File: config.mk
export PLATFORM = sky130hd
export DESIGN_NAME = pipelined_cla_addsub
export DESIGN_NICKNAME = d
export VERILOG_FILES = /design/src/rtl/pipelined_cla_addsub.sv
export SDC_FILE = /design/constraint.sdc
export NUM_CORES = 1
export LEC_CHECK = 0
export CAP_MARGIN = 20
export CORE_UTILIZATION = 46
export DETAILED_ROUTE_END_ITERATION = 6
export GPL_ROUTABILITY_DRIVEN = 0
export PLACE_DENSITY = 0.78
export SLEW_MARGIN = 40
export SYNTH_ARGS = -nofsm -noshare
export SYNTH_HDL_FRONTEND = slang
export SYNTH_SLANG_ARGS = --single-unit --ignore-timing --ignore-initial --compat-mode --unroll-limit 50000
File: constraint.sdc
create_clock -name clk -period 4.9 [get_ports clk]
set_input_delay 0.98 -clock clk [delete_from_list [all_inputs] [get_ports clk]]
set_output_delay 0.98 -clock clk [all_outputs]
set_load 0.005 [all_outputs]
File: src/rtl/pipelined_cla_addsub.sv
// ---------------------------------------------------------------------------
// pipelined_cla_addsub
//
// Pipelined carry-lookahead adder/subtractor with a valid/ready handshake.
// result = a + (sub ? ~b : b) + sub, modulo 2^WIDTH.
//
// The WIDTH-bit datapath is cut into BLOCK-bit CLA groups. Each of the
// STAGES pipeline stages resolves G = WIDTH/(BLOCK*STAGES) consecutive
// groups, doing a lookahead across those groups from the carry handed over
// by the previous stage. The inter-stage carry is registered together with
// the operand bits that are still to be consumed. Latency is exactly
// STAGES cycles. The whole pipeline advances as one unit whenever the
// output register is empty or being drained, so bubbles keep their slot.
//
// Parameters: WIDTH (operand width), BLOCK (CLA group width, divides WIDTH),
//             STAGES (pipeline depth, divides WIDTH/BLOCK, >= 1),
//             TAG_W (sideband tag width).
//
// Ports:
//   clk, reset           clock, synchronous active-high reset
//   in_valid / in_ready  input handshake (in_ready = advance)
//   a, b, sub, tag_in    operands, 0 = add / 1 = subtract, sideband tag
//   out_valid/out_ready  output handshake
//   result, tag_out      sum/difference and the tag it was issued with
//   flag_n/z/c/v         negative, zero, carry-out (sub: 1 = no borrow),
//                        signed overflow
//
// Build option: define CLA_ADDSUB_FLAGS_EN to compute and pipeline the
// flags. Without it the flag ports stay in place and are tied to 0.
// ---------------------------------------------------------------------------
module pipelined_cla_addsub #(
  parameter int WIDTH  = 64,
  parameter int BLOCK  = 16,
  parameter int STAGES = 2,
  parameter int TAG_W  = 4
) (
  input  logic             clk,
  input  logic             reset,
  input  logic             in_valid,
  output logic             in_ready,
  input  logic [WIDTH-1:0] a,
  input  logic [WIDTH-1:0] b,
  input  logic             sub,
  input  logic [TAG_W-1:0] tag_in,
  output logic             out_valid,
  input  logic             out_ready,
  output logic [WIDTH-1:0] result,
  output logic [TAG_W-1:0] tag_out,
  output logic             flag_n,
  output logic             flag_z,
  output logic             flag_c,
  output logic             flag_v
);

  localparam int NGRP = WIDTH / BLOCK;   // CLA groups in total
  localparam int G    = NGRP / STAGES;   // CLA groups per stage
  localparam int LAST = STAGES - 1;

  // Carry vector of an n-bit lookahead unit in sum-of-products form:
  // c[j] = g[j-1] | p[j-1]g[j-2] | ... | p[j-1..0]cin.
  function automatic logic [BLOCK:0] bit_carries(input logic [BLOCK-1:0] p,
                                                 input logic [BLOCK-1:0] g,
                                                 input logic             cin);
    logic [BLOCK:0] c;
    logic           term;
    c = '0;
    c[0] = cin;
    for (int j = 1; j <= BLOCK; j++) begin
      term = cin;
      for (int m = 0; m < j; m++) term = term & p[m];
      c[j] = term;
      for (int i = 0; i < j; i++) begin
        term = g[i];
        for (int m = i + 1; m < j; m++) term = term & p[m];
        c[j] = c[j] | term;
      end
    end
    return c;
  endfunction

  // Same lookahead, applied across the group P/G signals of one stage.
  function automatic logic [G:0] group_carries(input logic [G-1:0] p,
                                               input logic [G-1:0] g,
                                               input logic         cin);
    logic [G:0] c;
    logic       term;
    c = '0;
    c[0] = cin;
    for (int j = 1; j <= G; j++) begin
      term = cin;
      for (int m = 0; m < j; m++) term = term & p[m];
      c[j] = term;
      for (int i = 0; i < j; i++) begin
        term = g[i];
        for (int m = i + 1; m < j; m++) term = term & p[m];
        c[j] = c[j] | term;
      end
    end
    return c;
  endfunction

  // Stage registers: register k holds the output of stage k.
  logic             v_q  [STAGES];
  logic             cy_q [STAGES];
  logic [WIDTH-1:0] s_q  [STAGES];
  logic [WIDTH-1:0] a_q  [STAGES];
  logic [WIDTH-1:0] b_q  [STAGES];
  logic [TAG_W-1:0] t_q  [STAGES];

  // Stage inputs (primary inputs for stage 0, previous register otherwise).
  logic             src_v [STAGES];
  logic             src_c [STAGES];
  logic [WIDTH-1:0] src_s [STAGES];
  logic [WIDTH-1:0] src_a [STAGES];
  logic [WIDTH-1:0] src_b [STAGES];
  logic [TAG_W-1:0] src_t [STAGES];

  // Stage outputs.
  logic [WIDTH-1:0] nxt_s [STAGES];
  logic             nxt_c [STAGES];

  logic advance;

  assign out_valid = v_q[LAST];
  assign result    = s_q[LAST];
  assign tag_out   = t_q[LAST];
  assign advance   = !out_valid || out_ready;
  assign in_ready  = advance;

  for (genvar k = 0; k < STAGES; k++) begin : g_src
    if (k == 0) begin : g_first
      // Subtraction is a + ~b + 1: invert b here and feed sub as carry-in.
      assign src_v[k] = in_valid;
      assign src_c[k] = sub;
      assign src_s[k] = '0;
      assign src_a[k] = a;
      assign src_b[k] = sub ? ~b : b;
      assign src_t[k] = tag_in;
    end else begin : g_next
      assign src_v[k] = v_q[k-1];
      assign src_c[k] = cy_q[k-1];
      assign src_s[k] = s_q[k-1];
      assign src_a[k] = a_q[k-1];
      assign src_b[k] = b_q[k-1];
      assign src_t[k] = t_q[k-1];
    end
  end

  logic [BLOCK-1:0] p_v, g_v;
  logic [BLOCK:0]   bc_v;
  logic [G-1:0]     gp_v, gg_v;
  logic [G:0]       gc_v;
  int               lo;

  // Each stage keeps the sum bits already produced upstream and fills in
  // its own slice; first pass forms group P/G, second pass applies the
  // group carries back to the bits.
  always_comb begin
    // NOTE: every variable written here gets a value before any branch or
    // loop, so no path can leave it holding its old value (no latch).
    p_v  = '0;
    g_v  = '0;
    bc_v = '0;
    gp_v = '0;
    gg_v = '0;
    gc_v = '0;
    lo   = 0;
    for (int k = 0; k < STAGES; k++) begin
      nxt_s[k] = src_s[k];
      for (int j = 0; j < G; j++) begin
        lo      = (k * G + j) * BLOCK;
        p_v     = src_a[k][lo +: BLOCK] ^ src_b[k][lo +: BLOCK];
        g_v     = src_a[k][lo +: BLOCK] & src_b[k][lo +: BLOCK];
        bc_v    = bit_carries(p_v, g_v, 1'b0);
        gp_v[j] = &p_v;
        gg_v[j] = bc_v[BLOCK];
      end
      gc_v = group_carries(gp_v, gg_v, src_c[k]);
      for (int j = 0; j < G; j++) begin
        lo   = (k * G + j) * BLOCK;
        p_v  = src_a[k][lo +: BLOCK] ^ src_b[k][lo +: BLOCK];
        g_v  = src_a[k][lo +: BLOCK] & src_b[k][lo +: BLOCK];
        bc_v = bit_carries(p_v, g_v, gc_v[j]);
        nxt_s[k][lo +: BLOCK] = p_v ^ bc_v[BLOCK-1:0];
      end
      nxt_c[k] = gc_v[G];
    end
  end

  // NOTE: state is written with non-blocking assignments so every register
  // samples the values from before this edge, regardless of statement order.
  always_ff @(posedge clk) begin
    if (reset) begin
      for (int k = 0; k < STAGES; k++) v_q[k] <= 1'b0;
      s_q[LAST] <= '0;
      t_q[LAST] <= '0;
    end else if (advance) begin
      // NOTE: carries, operands and intermediate sums are not reset; they
      // are meaningless while the matching valid bit is 0.
      for (int k = 0; k < STAGES; k++) begin
        v_q[k]  <= src_v[k];
        cy_q[k] <= nxt_c[k];
        s_q[k]  <= nxt_s[k];
        a_q[k]  <= src_a[k];
        b_q[k]  <= src_b[k];
        t_q[k]  <= src_t[k];
      end
    end
  end

`ifdef CLA_ADDSUB_FLAGS_EN
  logic fn_q, fz_q, fc_q, fv_q;

  // Carry into the MSB is p ^ sum at that bit, so overflow needs no extra
  // tap out of the lookahead tree.
  always_ff @(posedge clk) begin
    if (reset) begin
      fn_q <= 1'b0;
      fz_q <= 1'b0;
      fc_q <= 1'b0;
      fv_q <= 1'b0;
    end else if (advance) begin
      fn_q <= nxt_s[LAST][WIDTH-1];
      fz_q <= (nxt_s[LAST] == '0);
      fc_q <= nxt_c[LAST];
      fv_q <= src_a[LAST][WIDTH-1] ^ src_b[LAST][WIDTH-1] ^
              nxt_s[LAST][WIDTH-1] ^ nxt_c[LAST];
    end
  end

  assign flag_n = fn_q;
  assign flag_z = fz_q;
  assign flag_c = fc_q;
  assign flag_v = fv_q;
`else
  assign flag_n = 1'b0;
  assign flag_z = 1'b0;
  assign flag_c = 1'b0;
  assign flag_v = 1'b0;
`endif

endmodule
* Yosys cells after proc, flatten, opt, wreduce, memory -nomap -nowiden
Memories as Yosys holds them, arrays and structs flattened. Index checks and enable logic that the tools add are counted.
Storage, ports and cells: flip-flop bits (word level) 0, RAM bits 396, bits of input ports 137, output and inout port bits 74, logic and storage cells 1131, memories 6
Memory list:
- a_q | words 2, bits a word 64, rd ports 1, clocked after memory_dff 0, wr ports 2, RTL line 106 | logic [WIDTH-1:0] a_q [STAGES];
- b_q | words 2, bits a word 64, rd ports 1, clocked after memory_dff 0, wr ports 2, RTL line 107 | logic [WIDTH-1:0] b_q [STAGES];
- s_q | words 2, bits a word 64, rd ports 2, clocked after memory_dff 0, wr ports 2, RTL line 105 | logic [WIDTH-1:0] s_q [STAGES];
- t_q | words 2, bits a word 4, rd ports 2, clocked after memory_dff 0, wr ports 2, RTL line 108 | logic [TAG_W-1:0] t_q [STAGES];
- cy_q | words 2, bits a word 1, rd ports 1, clocked after memory_dff 0, wr ports 2, RTL line 104 | logic cy_q [STAGES];
- v_q | words 2, bits a word 1, rd ports 2, clocked after memory_dff 0, wr ports 2, RTL line 103 | logic v_q [STAGES];
Operators by class: mux-type cells 10, bitwise operators 1109, reduce and logical (&&, ||, !) cells 6
Operators with widths (number):
- $or A1 B1 Y1 | 550
- $and A1 B1 Y1 | 546
- $mux W64 | 2
- $xor A16 B16 Y16 | 8
- $and A16 B16 Y16 | 4
- $not A64 Y64 | 1
- $reduce_and A16 Y1 | 4
- $mux W1 | 7
- $mux W4 | 1
- $logic_not A1 Y1 | 1
- $logic_or A1 B1 Y1 | 1

* Depth between registers and ports, before layout
word-level depth 65, mapped depth 18, gate-level depth less buffers 16

* Worst setup path before layout
OpenSTA, ideal clock, no wires.
path type input port to flip-flop, start input sub, end memory s_q[0][24] (data pin), library setup time 0.262 ns, data arrival time 4.716 ns, required time 4.638 ns, setup slack -0.078 ns, stages on the path 18, path buffers 2, path through clkbuf_1 buf_1 xor2_1 ha_1 a21o_1 a221o_1 a211oi_2 nor2_1 o21ai_0 o2bb2ai_1 inv_1 ha_1 o21ai_0 nand2_1 a21oi_1 o21bai_1 a211oi_1 nor3_1
RTL lines:
- start: declaration | RTL line 43 | input logic sub,
- end: declaration | RTL line 105

==> metrics.txt <==
status complete, no violations; Internal Power 3280 µW; Final ANT Viol Nets 0; worst min path class reg2reg; routed vias 5,789; Filler Cell Count 1,442; largest net degree at the start of global routing 64; CP Capture Type flip-flop; Syn Area/Cell 13.2 µm²; Worst R2R Path Depth 16; Gate Count Post-Synth 672; RR Endpoint s_q[1][63]; Synth top cells by count edfxtp_1, xor2_1, ha_1, nor2_1, and2_1; number of remaining DRC errors 0; Tot GR Track Use a little under a fifth; Reg clk slew, reported paths 70 ps; GRT Residual Overflow 0; row count 50; clock share of power 34.5%; NetSw between 1000 and 1500 µW; initial antenna violation count 1; CTS buffer count 17; worst skew pair latency 420 ps; logic gate share of total power 22.1%; post-DP HPWL 13,100 µm; Switching Share between 20 and 25%; PortBufs approximately 200; most area-consuming cells after synthesis edfxtp_1, ha_1, xor2_1; H-tree depth 4; area grow syn2layout 34.8%; Clock Sinks between 150 and 200; Post-Route WL 17,800 µm; I/O pins 211; Total Power 4340 µW; Sequential Power Share 43.5%; Core Area 18,800 µm²; top-count cell post-synth edfxtp_1; mapped cell area 8870 µm²; first-pass GRT wire length between 20,000 and 30,000 µm; Startpoint Class input pin; critical path class in2reg; Post-synth EDFFs 171; library cells used by synthesis a little over 60; Fin. Hold Viols 0; cell total after placement 1,132; DR vias/cell 4.97; WP data required 5070 ps; hold_buf cts 0; Leak around 0.0047 µW; share of cells above drive strength 1 7.09%; Post-Layout Cell Count 1,164; worst slew pin tran 736 ps; crit-path max FO 5; Chip Width 141 µm; fin crit share 91.7%; Crit. Startpoint b[5]; post-CTS setup buffer count 0; fin crit period 4490 ps; Initial Utilization 47.1%; pwr dens 363 nW/µm²; reg2reg start a_q[0][43]; Async SR Flop Fraction 0%; flops & latches, synth 171; crit path capture s_q[0][24]; Seq/Total Area, Yosys 57.9%; Fmax 0.223 GHz; Main synth FF type edfxtp_1; DRT iter0 DRCs 246; first-pass iteration count of the detailed router 6; vias in the first global route 5,655; Chip Height ~140 µm; Max-slew headroom 49.7%; number of setup violations in the final report 0; Synth Warn # 0; max_cap viols 0; die area 19,900 µm²; RSZ-0062 raised after global routing no; Synth area leader edfxtp_1; fin nets 1,098; CTS tree done; post-synth top area share about 58%; Worst Skew between 4 and 5 ps; max-slew violations 0; Avg WL per Cell 15.3 µm; Post-CTS Resized 0; CTS root buffer clkbuf_16; R2R Setup Slk 1110 ps; clock tree buffer depth 2; arrival time at the worst endpoint 4660 ps; Max VDD drop 0.233 mV
==> flip-flops by register name, indices dropped and copies added (netlist names) <==
| name | flops |
|---|---|
| a_q | 32 |
| b_q | 32 |
| cy_q | 1 |
| s_q | 96 |
| t_q | 8 |
| v_q | 2 |
==> through the flow <==
stage / TNS (ps) / util [%] / hold WS [ps] / cell area (µm²) / setup slack [ps]
floorplan: 0 / - / 497 / 8890 / 101
global placement: 0 / 59.8 / 499 / 11300 / 127
CTS: 0 / 63.5 / 520 / 12000 / 442
finish: 0 / 63.5 / 519 / 12000 / 406
global route: 0 / 63.5 / 538 / 12000 / 212
detailed placement: -14.8 / 60.0 / 504 / 11300 / -14.8
==> layout make-up <==
cell class,count,area (µm²),share of cell area [%]
Antenna cell,1,2.50,0.0209
Clock buffer,17,425,3.56
Clock inverter,14,234,1.96
Inverter,18,70.1,0.586
Multi-Input combinational cell,468,3600,30.1
Sequential cell,171,5130,42.9
Tap cell,260,325,2.72
Timing Repair Buffer,215,2170,18.2
==> layer usage <==
metal	GRT usage, %	vias up	routed length [µm]
met5	0	-	0
li1	-	2907	-
met4	5.95	0	201
met3	4.65	20	1040
met1	22.2	2693	7620
met2	31.9	169	8950
==> worst min-delay path by stage <==
stage / from / depth (start not counted) / slack [ps] / end
2_1_floorplan: s_q[0][0] / 1 / 500 / s_q[1][0]
3_3_place_gp: t_q[0][0] / 1 / 500 / t_q[1][0]
3_5_place_dp: s_q[0][16] / 1 / 500 / s_q[1][16]
4_1_cts: s_q[0][16] / 1 / 520 / s_q[1][16]
5_1_grt: s_q[0][22] / 1 / 540 / s_q[1][22]
6_report: s_q[0][16] / 1 / 520 / s_q[1][16]
==> power by group through the flow <==
stage,registers (µW),logic (µW),clock network [µW]
final,1890,959,1500
after global routing,1900,1060,1580
after global placement,1920,932,0
after floorplan,1930,532,0
after detailed placement,1920,957,0
after CTS,1890,965,1530
==> cell families after synthesis <==
family	synth area share, %
flip-flops	57.9
adder cells (fa/ha/maj)	10.1
XOR/XNOR	10.5
multiplexers	0.226
other	0.0423
buffers and inverters	1.73
AO/OA/AOI/OAI	10.0
AND/OR/NAND/NOR	9.54
==> cell usage in the layout (no fill, tap or decap), types with 7 or more instances in the layout <==
| cell type | netlist | routed |
|---|---|---|
| clkdlybuf4s50_1 | 0 | 205 |
| edfxtp_1 | 171 | 171 |
| xor2_1 | 80 | 80 |
| ha_1 | 67 | 67 |
| nor2_1 | 54 | 54 |
| and2_1 | 39 | 39 |
| xnor2_1 | 26 | 26 |
| a21oi_1 | 25 | 25 |
| nor3_1 | 20 | 20 |
| o21ai_0 | 19 | 19 |
| inv_1 | 18 | 17 |
| clkbuf_16 | 0 | 17 |
| o21a_1 | 16 | 16 |
| nand2_1 | 14 | 14 |
| a21o_1 | 14 | 14 |
| o21bai_1 | 8 | 8 |
| nand3_1 | 8 | 8 |
| buf_4 | 4 | 7 |
==> worst max-delay path: stages <==
cell             delay [ps]
clkdlybuf4s50_1         490
xor2_1                  160
ha_1                    300
a21o_1                  180
a221o_1                 400
a211oi_2                340
nor2_1                   80
o21ai_0                 190
o2bb2ai_1               170
inv_1                    70
ha_1                    200
o21ai_0                 150
buf_4                   150
nand2_1                  70
a21oi_1                 230
o21bai_1                130
a211oi_1                290
nor3_1                   80
(Power assumes the default switching activity.)
